## config.mk

```make
export PLATFORM = sky130hd
export DESIGN_NAME = alu_seq
export DESIGN_NICKNAME = d
export VERILOG_FILES = /design/src/rtl/alu_seq_pkg.sv /design/src/rtl/alu_slice.sv /design/src/rtl/alu_seq.sv
export SDC_FILE = /design/constraint.sdc
export NUM_CORES = 1
export LEC_CHECK = 0
export ABC_AREA = 1
export BUFFER_PORTS_ARGS = -buffer_cell sky130_fd_sc_hd__buf_2
export CAP_MARGIN = 10
export CORE_ASPECT_RATIO = 0.9
export CORE_UTILIZATION = 51
export DETAILED_ROUTE_END_ITERATION = 8
export GPL_TIMING_DRIVEN = 0
export PLACE_DENSITY = 0.83
export SYNTH_ARGS = -nofsm -noshare
export SYNTH_HDL_FRONTEND = slang
export SYNTH_SLANG_ARGS = --single-unit
```

## constraint.sdc

```tcl
create_clock -name clk -period 1.9 [get_ports clk]
set_input_delay 0.095 -clock clk [delete_from_list [all_inputs] [get_ports clk]]
set_output_delay 0.095 -clock clk [all_outputs]
set_load 0.05 [all_outputs]
```

## src/rtl/alu_seq_pkg.sv

```systemverilog
// Shared encodings for the slice-serial ALU: opcodes, flag policy, flag bit
// positions, FSM states and the per-slice operation class.
package alu_seq_pkg;

  localparam logic [3:0] OP_ADD = 4'd0;
  localparam logic [3:0] OP_ADC = 4'd1;
  localparam logic [3:0] OP_SUB = 4'd2;
  localparam logic [3:0] OP_SBC = 4'd3;
  localparam logic [3:0] OP_AND = 4'd4;
  localparam logic [3:0] OP_OR  = 4'd5;
  localparam logic [3:0] OP_XOR = 4'd6;
  localparam logic [3:0] OP_CP  = 4'd7;
  localparam logic [3:0] OP_INC = 4'd8;
  localparam logic [3:0] OP_DEC = 4'd9;
  // Internal marker for any opcode outside the legal set
  localparam logic [3:0] OP_ILL = 4'hF;

  localparam logic [1:0] ZM_CALC = 2'd0;
  localparam logic [1:0] ZM_KEEP = 2'd1;
  localparam logic [1:0] ZM_CLR  = 2'd2;
  localparam logic [1:0] ZM_ALL  = 2'd3;

  localparam int F_Z = 3;
  localparam int F_N = 2;
  localparam int F_H = 1;
  localparam int F_C = 0;

  typedef enum logic [1:0] {
    S_IDLE = 2'd0,
    S_RUN  = 2'd1,
    S_DONE = 2'd2
  } state_t;

  typedef enum logic [2:0] {
    K_ADD = 3'd0,
    K_SUB = 3'd1,
    K_AND = 3'd2,
    K_OR  = 3'd3,
    K_XOR = 3'd4
  } kind_t;

  function automatic kind_t op_kind(input logic [3:0] op);
    kind_t k;
    k = K_ADD;
    case (op)
      OP_SUB, OP_SBC, OP_CP, OP_DEC: k = K_SUB;
      OP_AND:                        k = K_AND;
      OP_OR:                         k = K_OR;
      OP_XOR:                        k = K_XOR;
      default:                       k = K_ADD;
    endcase
    return k;
  endfunction

  function automatic logic init_carry(input logic [3:0] op, input logic c_in);
    logic c;
    c = 1'b0;
    case (op)
      OP_ADC, OP_SBC: c = c_in;
      OP_INC, OP_DEC: c = 1'b1;
      default:        c = 1'b0;
    endcase
    return c;
  endfunction

endpackage

```

## src/rtl/alu_slice.sv

```systemverilog
// Combinational SLICE_W-bit add/sub/logic cell; for subtraction cin/cout are
// borrows, so the chain works for multi-slice differences without recoding.
module alu_slice
  import alu_seq_pkg::*;
#(
  parameter int SLICE_W = 4
) (
  input  kind_t              kind,
  input  logic [SLICE_W-1:0] a,
  input  logic [SLICE_W-1:0] b,
  input  logic               cin,
  output logic [SLICE_W-1:0] y,
  output logic               cout
);

  logic [SLICE_W:0] sum;
  logic [SLICE_W:0] dif;

  always_comb begin
    sum  = {1'b0, a} + {1'b0, b} + {{SLICE_W{1'b0}}, cin};
    // Top bit of the widened difference is set exactly when a - b - cin < 0
    dif  = {1'b0, a} - {1'b0, b} - {{SLICE_W{1'b0}}, cin};
    y    = sum[SLICE_W-1:0];
    cout = 1'b0;
    unique case (kind)
      K_ADD: begin
        y    = sum[SLICE_W-1:0];
        cout = sum[SLICE_W];
      end
      K_SUB: begin
        y    = dif[SLICE_W-1:0];
        cout = dif[SLICE_W];
      end
      K_AND: y = a & b;
      K_OR:  y = a | b;
      K_XOR: y = a ^ b;
      default: ;
    endcase
  end

endmodule

```

## src/rtl/alu_seq.sv

```systemverilog
// Slice-serial ALU with ZNHC flags: one SLICE_W-bit slice per clock, LSB first,
// valid/ready on both sides. One alu_slice is reused every RUN cycle.
module alu_seq
  import alu_seq_pkg::*;
#(
  parameter int DATA_W  = 16,
  parameter int SLICE_W = 4,
  parameter int OP_W    = 4
) (
  input  logic              clk,
  input  logic              rst_n,
  input  logic              in_valid,
  output logic              in_ready,
  input  logic [OP_W-1:0]   op,
  input  logic [1:0]        zmode,
  input  logic [DATA_W-1:0] a,
  input  logic [DATA_W-1:0] b,
  input  logic [3:0]        flags_in,
  output logic              out_valid,
  input  logic              out_ready,
  output logic [DATA_W-1:0] result,
  output logic [3:0]        flags_out
);

  localparam int N     = DATA_W / SLICE_W;
  localparam int IDX_W = (N > 1) ? $clog2(N) : 1;
  // Slice whose carry-out is the carry into the top nibble
  localparam int H_IDX = (DATA_W - 4) / SLICE_W - 1;

  state_t                    state, state_nx;
  logic [IDX_W-1:0]          idx;
  logic [3:0]                op_c, op_q;
  logic [1:0]                zm_q;
  logic [3:0]                fl_q;
  logic [DATA_W-1:0]         a_sh, b_sh;
  logic [DATA_W-SLICE_W-1:0] r_sh;
  logic                      carry, h_q, z_acc;

  kind_t                     kind;
  logic [SLICE_W-1:0]        y;
  logic                      cout, last, h_fin, z_fin, arith;
  logic [DATA_W-1:0]         a_nx, r_nx, res_fin;
  logic [3:0]                fl_fin;

  assign op_c      = (op <= OP_W'(OP_DEC)) ? 4'(op) : OP_ILL;
  assign in_ready  = (state == S_IDLE);
  assign out_valid = (state == S_DONE);

  alu_slice #(.SLICE_W(SLICE_W)) u_slice (
    .kind (kind),
    .a    (a_sh[SLICE_W-1:0]),
    .b    (b_sh[SLICE_W-1:0]),
    .cin  (carry),
    .y    (y),
    .cout (cout)
  );

  always_comb begin
    state_nx = state;
    unique case (state)
      S_IDLE:  if (in_valid)  state_nx = S_RUN;
      S_RUN:   if (last)      state_nx = S_DONE;
      S_DONE:  if (out_ready) state_nx = S_IDLE;
      default: state_nx = S_IDLE;
    endcase
  end

  always_comb begin
    kind  = op_kind(op_q);
    arith = (kind == K_ADD) || (kind == K_SUB);
    last  = (idx == IDX_W'(N - 1));
    // a rotates rather than shifts so it is whole again after N slices (CP/illegal)
    a_nx  = {a_sh[SLICE_W-1:0], a_sh[DATA_W-1:SLICE_W]};
    r_nx  = {y, r_sh};
    h_fin = (idx == IDX_W'(H_IDX)) ? cout : h_q;
    z_fin = z_acc & ~|y;

    res_fin      = r_nx;
    fl_fin       = '0;
    fl_fin[F_Z]  = z_fin;
    fl_fin[F_N]  = (kind == K_SUB);
    fl_fin[F_H]  = arith ? h_fin : (kind == K_AND);
    fl_fin[F_C]  = arith ? cout : 1'b0;
    if (op_q == OP_INC || op_q == OP_DEC) fl_fin[F_C] = fl_q[F_C];
    if (op_q == OP_CP) res_fin = a_nx;
    case (zm_q)
      ZM_KEEP: fl_fin[F_Z] = fl_q[F_Z];
      ZM_CLR:  fl_fin[F_Z] = 1'b0;
      ZM_ALL:  fl_fin      = fl_q;
      default: ;
    endcase
    if (op_q == OP_ILL) begin
      res_fin = a_nx;
      fl_fin  = fl_q;
    end
  end

  always_ff @(posedge clk) begin
    if (!rst_n) begin
      state     <= S_IDLE;
      idx       <= '0;
      op_q      <= '0;
      zm_q      <= '0;
      fl_q      <= '0;
      a_sh      <= '0;
      b_sh      <= '0;
      r_sh      <= '0;
      carry     <= 1'b0;
      h_q       <= 1'b0;
      z_acc     <= 1'b0;
      result    <= '0;
      flags_out <= '0;
    end else begin
      state <= state_nx;
      unique case (state)
        S_IDLE: if (in_valid) begin
          op_q  <= op_c;
          zm_q  <= zmode;
          fl_q  <= flags_in;
          a_sh  <= a;
          b_sh  <= (op_c == OP_INC || op_c == OP_DEC) ? '0 : b;
          idx   <= '0;
          carry <= init_carry(op_c, flags_in[F_C]);
          h_q   <= 1'b0;
          z_acc <= 1'b1;
          r_sh  <= '0;
        end
        S_RUN: begin
          a_sh  <= a_nx;
          b_sh  <= b_sh >> SLICE_W;
          r_sh  <= r_nx[DATA_W-1:SLICE_W];
          carry <= cout;
          z_acc <= z_fin;
          h_q   <= h_fin;
          idx   <= idx + 1'b1;
          if (last) begin
            result    <= res_fin;
            flags_out <= fl_fin;
          end
        end
        default: ;
      endcase
    end
  end

endmodule
```

==> run summary <==
share of cells above drive strength 1 - 24.8%
dominant cell by count in the synthesized netlist - nand2_1
min-delay src - b[2]
worst vdd ir - 619 uV
fillers - 606
clk slew on worst S/H paths - 90 ps
setup violators final - 14
DRT Wirelength - 12300 microns
port bufs - 67
IO Pins - 68
First-pass DRT Iterations - 5
Mapped Cells - 552
Reg2Reg Depth - 12
failing checks - hold timing, setup timing
initial antenna violation count - 0
clk buf depth - 2
Post-synth EDFFs - 0
critical-path cell list - inv_6 > fa_2 > inv_2 > ha_4 > xor2_2 > nand2_1 > nand2_2 > nor2_2 > nand2_2 > nor2_4 > nand2_1 > a21oi_1
WHS - -1.86 ps
Initial Util - 53.8%
crit share post-route - 116%
vias in the first global route - 3976
worst-skew pair later-pin latency - 360 ps
# diodes - 0
clock sink total - 81
DR WL/cell - 16.3 microns
Final Hold Fails - 1
total CTS buffers - 9
hold path depth - 3
Yosys top cell area share - 39.2%
LEAKAGE - 2.27 nW
number of placement rows - 30
Core ar. - 0.00769 sq mm
dpl cells - 715
critical path endpoint category - flip-flop
Area Growth Syn to Fin - 25.2%
pre-CTS setup slack - -296 ps
grt met2 use - 47.9%
vias - 4283
CP Max Fanout - 4
sequential fraction of the synthesis area - 39.2%
PwrDens - 811 mW/mm^2
gr busiest metal - met2
aggregate global routing overflow - 0
Die Area - 0.00848 sq mm
Yosys warnings - 0
Syn Std Cell Area - 0.00414 sq mm
Post-DRT Antenna Nets - 0
synth top area cells - dfxtp_1 (39%), nand2_1 (10%), a211oi_1 (6.5%)
fin crit period - 2210 ps
Synth cell types - 34
Iteration-0 DRC Markers - 394
synthesis-stage register bit count - 81
first-pass GRT wire length - 19100 microns
DRC - 0
largest net degree at the start of global routing - 15
GRT met1 Usage - 36.9%
Worst-Margin Slew - 640 ps
Max Cap Violations - 0
delay-heaviest family, CP - adder cells
H-Tree Depth - 3
Slew Limit Fails - 0
syn_nets - 618
GRT Util Overall - 28.8%
max frequency - 453 MHz
Final nets - 719
asr flop ratio synth - 0%
Final WS setup - -305 ps
Critical path buffers and inverters - 2
worst r2r dst - z_acc
critical path's slowest cell - fa_2
Main synth FF type - dfxtp_1
Finished Core Util - 67.3%
Crit path arrival time - 2490 ps
Slew HR - 57.3%
WP data required - 2190 ps
Layout Skew - 11.2 ps
Crit Path Category - reg -> reg
Reg2Reg Launch Point - a_sh[0]
Synth area leader - dfxtp_1
Clk Tree Root Cell - clkbuf_8
DIE WIDTH - 96.9 microns
RSZ-0062 raised after global routing - true
RePlAce Congestion - 0.919
FF-to-FF setup slack - -310 ps
HPWL after detailed placement - 8440 microns
met3 GRT Util - 6.34%
status - complete, but fails checks
Die Y-Extent - 87.5 microns
Synth Area per Inst - 7.50 sq um
Worst path max stage delay - 560 ps
Sum Neg Setup Slack - -2200 ps
Critical Path Start Type - flip-flop
drt via density - 5.68
HP Class - in -> reg
Commonest cells post-synth - nand2_1 (115), dfxtp_1 (81), inv_1 (65)
Non-Filler Instances - 754
CTS tree - built
WHS Endpoint - b_sh[2]
routing by layer:
metal	up-vias	part of all wire, %
li1	2044	-
met1	1982	43
met2	230	47
met3	27	8.3
met4	0	2.1
met5	-	0
cells in the final DEF (no fill, tap or decap), types with 3 or more instances in the layout:
master         instances
o211ai_1              25
a21oi_1               35
dlygate4sd3_1         15
o21ai_0               11
buf_2                 75
nor3_1                 4
a31oi_1               12
nor2_4                 3
nand2_2                6
nor2_2                 6
nand2_1              109
o21ai_2                5
nand3_2                7
dfxtp_1               77
inv_2                  8
clkbuf_8              12
nand3_1               17
inv_1                 60
buf_4                  9
a21oi_2                5
o21ai_1                4
clkbuf_1              16
fa_2                   3
a22oi_1                4
a211oi_1              36
ha_1                  15
buf_6                  5
nor2_1                47
cell families (layout without fill, tap and decap cells):
kind of cell	after synthesis	in the layout	share of synthesized area [%]
adder cells (fa/ha/maj)	20	20	6.77
buffers and inverters	102	208	10.9
XOR/XNOR	3	3	0.635
flip-flops	81	81	39.2
AND/OR/NAND/NOR	207	207	21.0
AO/OA/AOI/OAI	139	139	21.5
worst max path at each step:
| stage | start | end | slack (ps) | cells after the start |
|---|---|---|---|---|
| global placement | b_sh[0] | flags_out[3] | -280 | 11 |
| detailed placement | b_sh[0] | flags_out[3] | -300 | 11 |
| floorplan | b_sh[0] | flags_out[3] | -80 | 12 |
| global route | carry | z_acc | -330 | 12 |
| CTS | a_sh[0] | flags_out[3] | -250 | 11 |
| finish | a_sh[0] | z_acc | -310 | 12 |
flip-flops by register name, indices dropped and copies added (netlist names), 2 cells and up:
register and cells:
idx 2, a_sh 16, r_sh 12, flags_out 4, result 16, zm_q 2
state 2, op_q 4, fl_q 4, b_sh 16
per-stage QoR:
stage          area [sq um]  total power, mW
3_3_place_gp           4600             2.68
3_5_place_dp           4600             2.71
2_1_floorplan          4140             2.46
6_report               5180             4.20
5_1_grt                5180             4.36
4_1_cts                5020             4.07
where the power goes:
part	leakage [nW]	internal, mW	switching [mW]
Sequential	0.665	1.80	0.0732
Combinational	1.51	0.375	0.633
Clock	0.100	0.653	0.667
Total	2.27	2.83	1.37
worst min-delay path, stage by stage:
cell     delay (ps)
buf_2           100
nand2_1          50
a31oi_1          70
final cells by class:
cell class / instances / area (sq um) / area share, %
buffer: 32 / 188 / 3.62
clock buffer: 11 / 141 / 2.73
clock inverter: 5 / 63.8 / 1.23
inverter: 70 / 268 / 5.17
multi-input combinational: 369 / 2220 / 42.8
sequential: 81 / 1630 / 31.5
tap: 96 / 120 / 2.32
timing repair buffer: 90 / 549 / 10.6
what timing repair did:
action / in CTS / in global routing
pin swaps: 8 / 22
setup endpoints to repair: 14 / 14
gates resized for setup: 17 / 29
setup buffers: 2 / 6
hold buffers: 15 / 0
endpoints found under the hold margin: 15 / 0
Note: power is estimated with default switching activity, not from simulation.
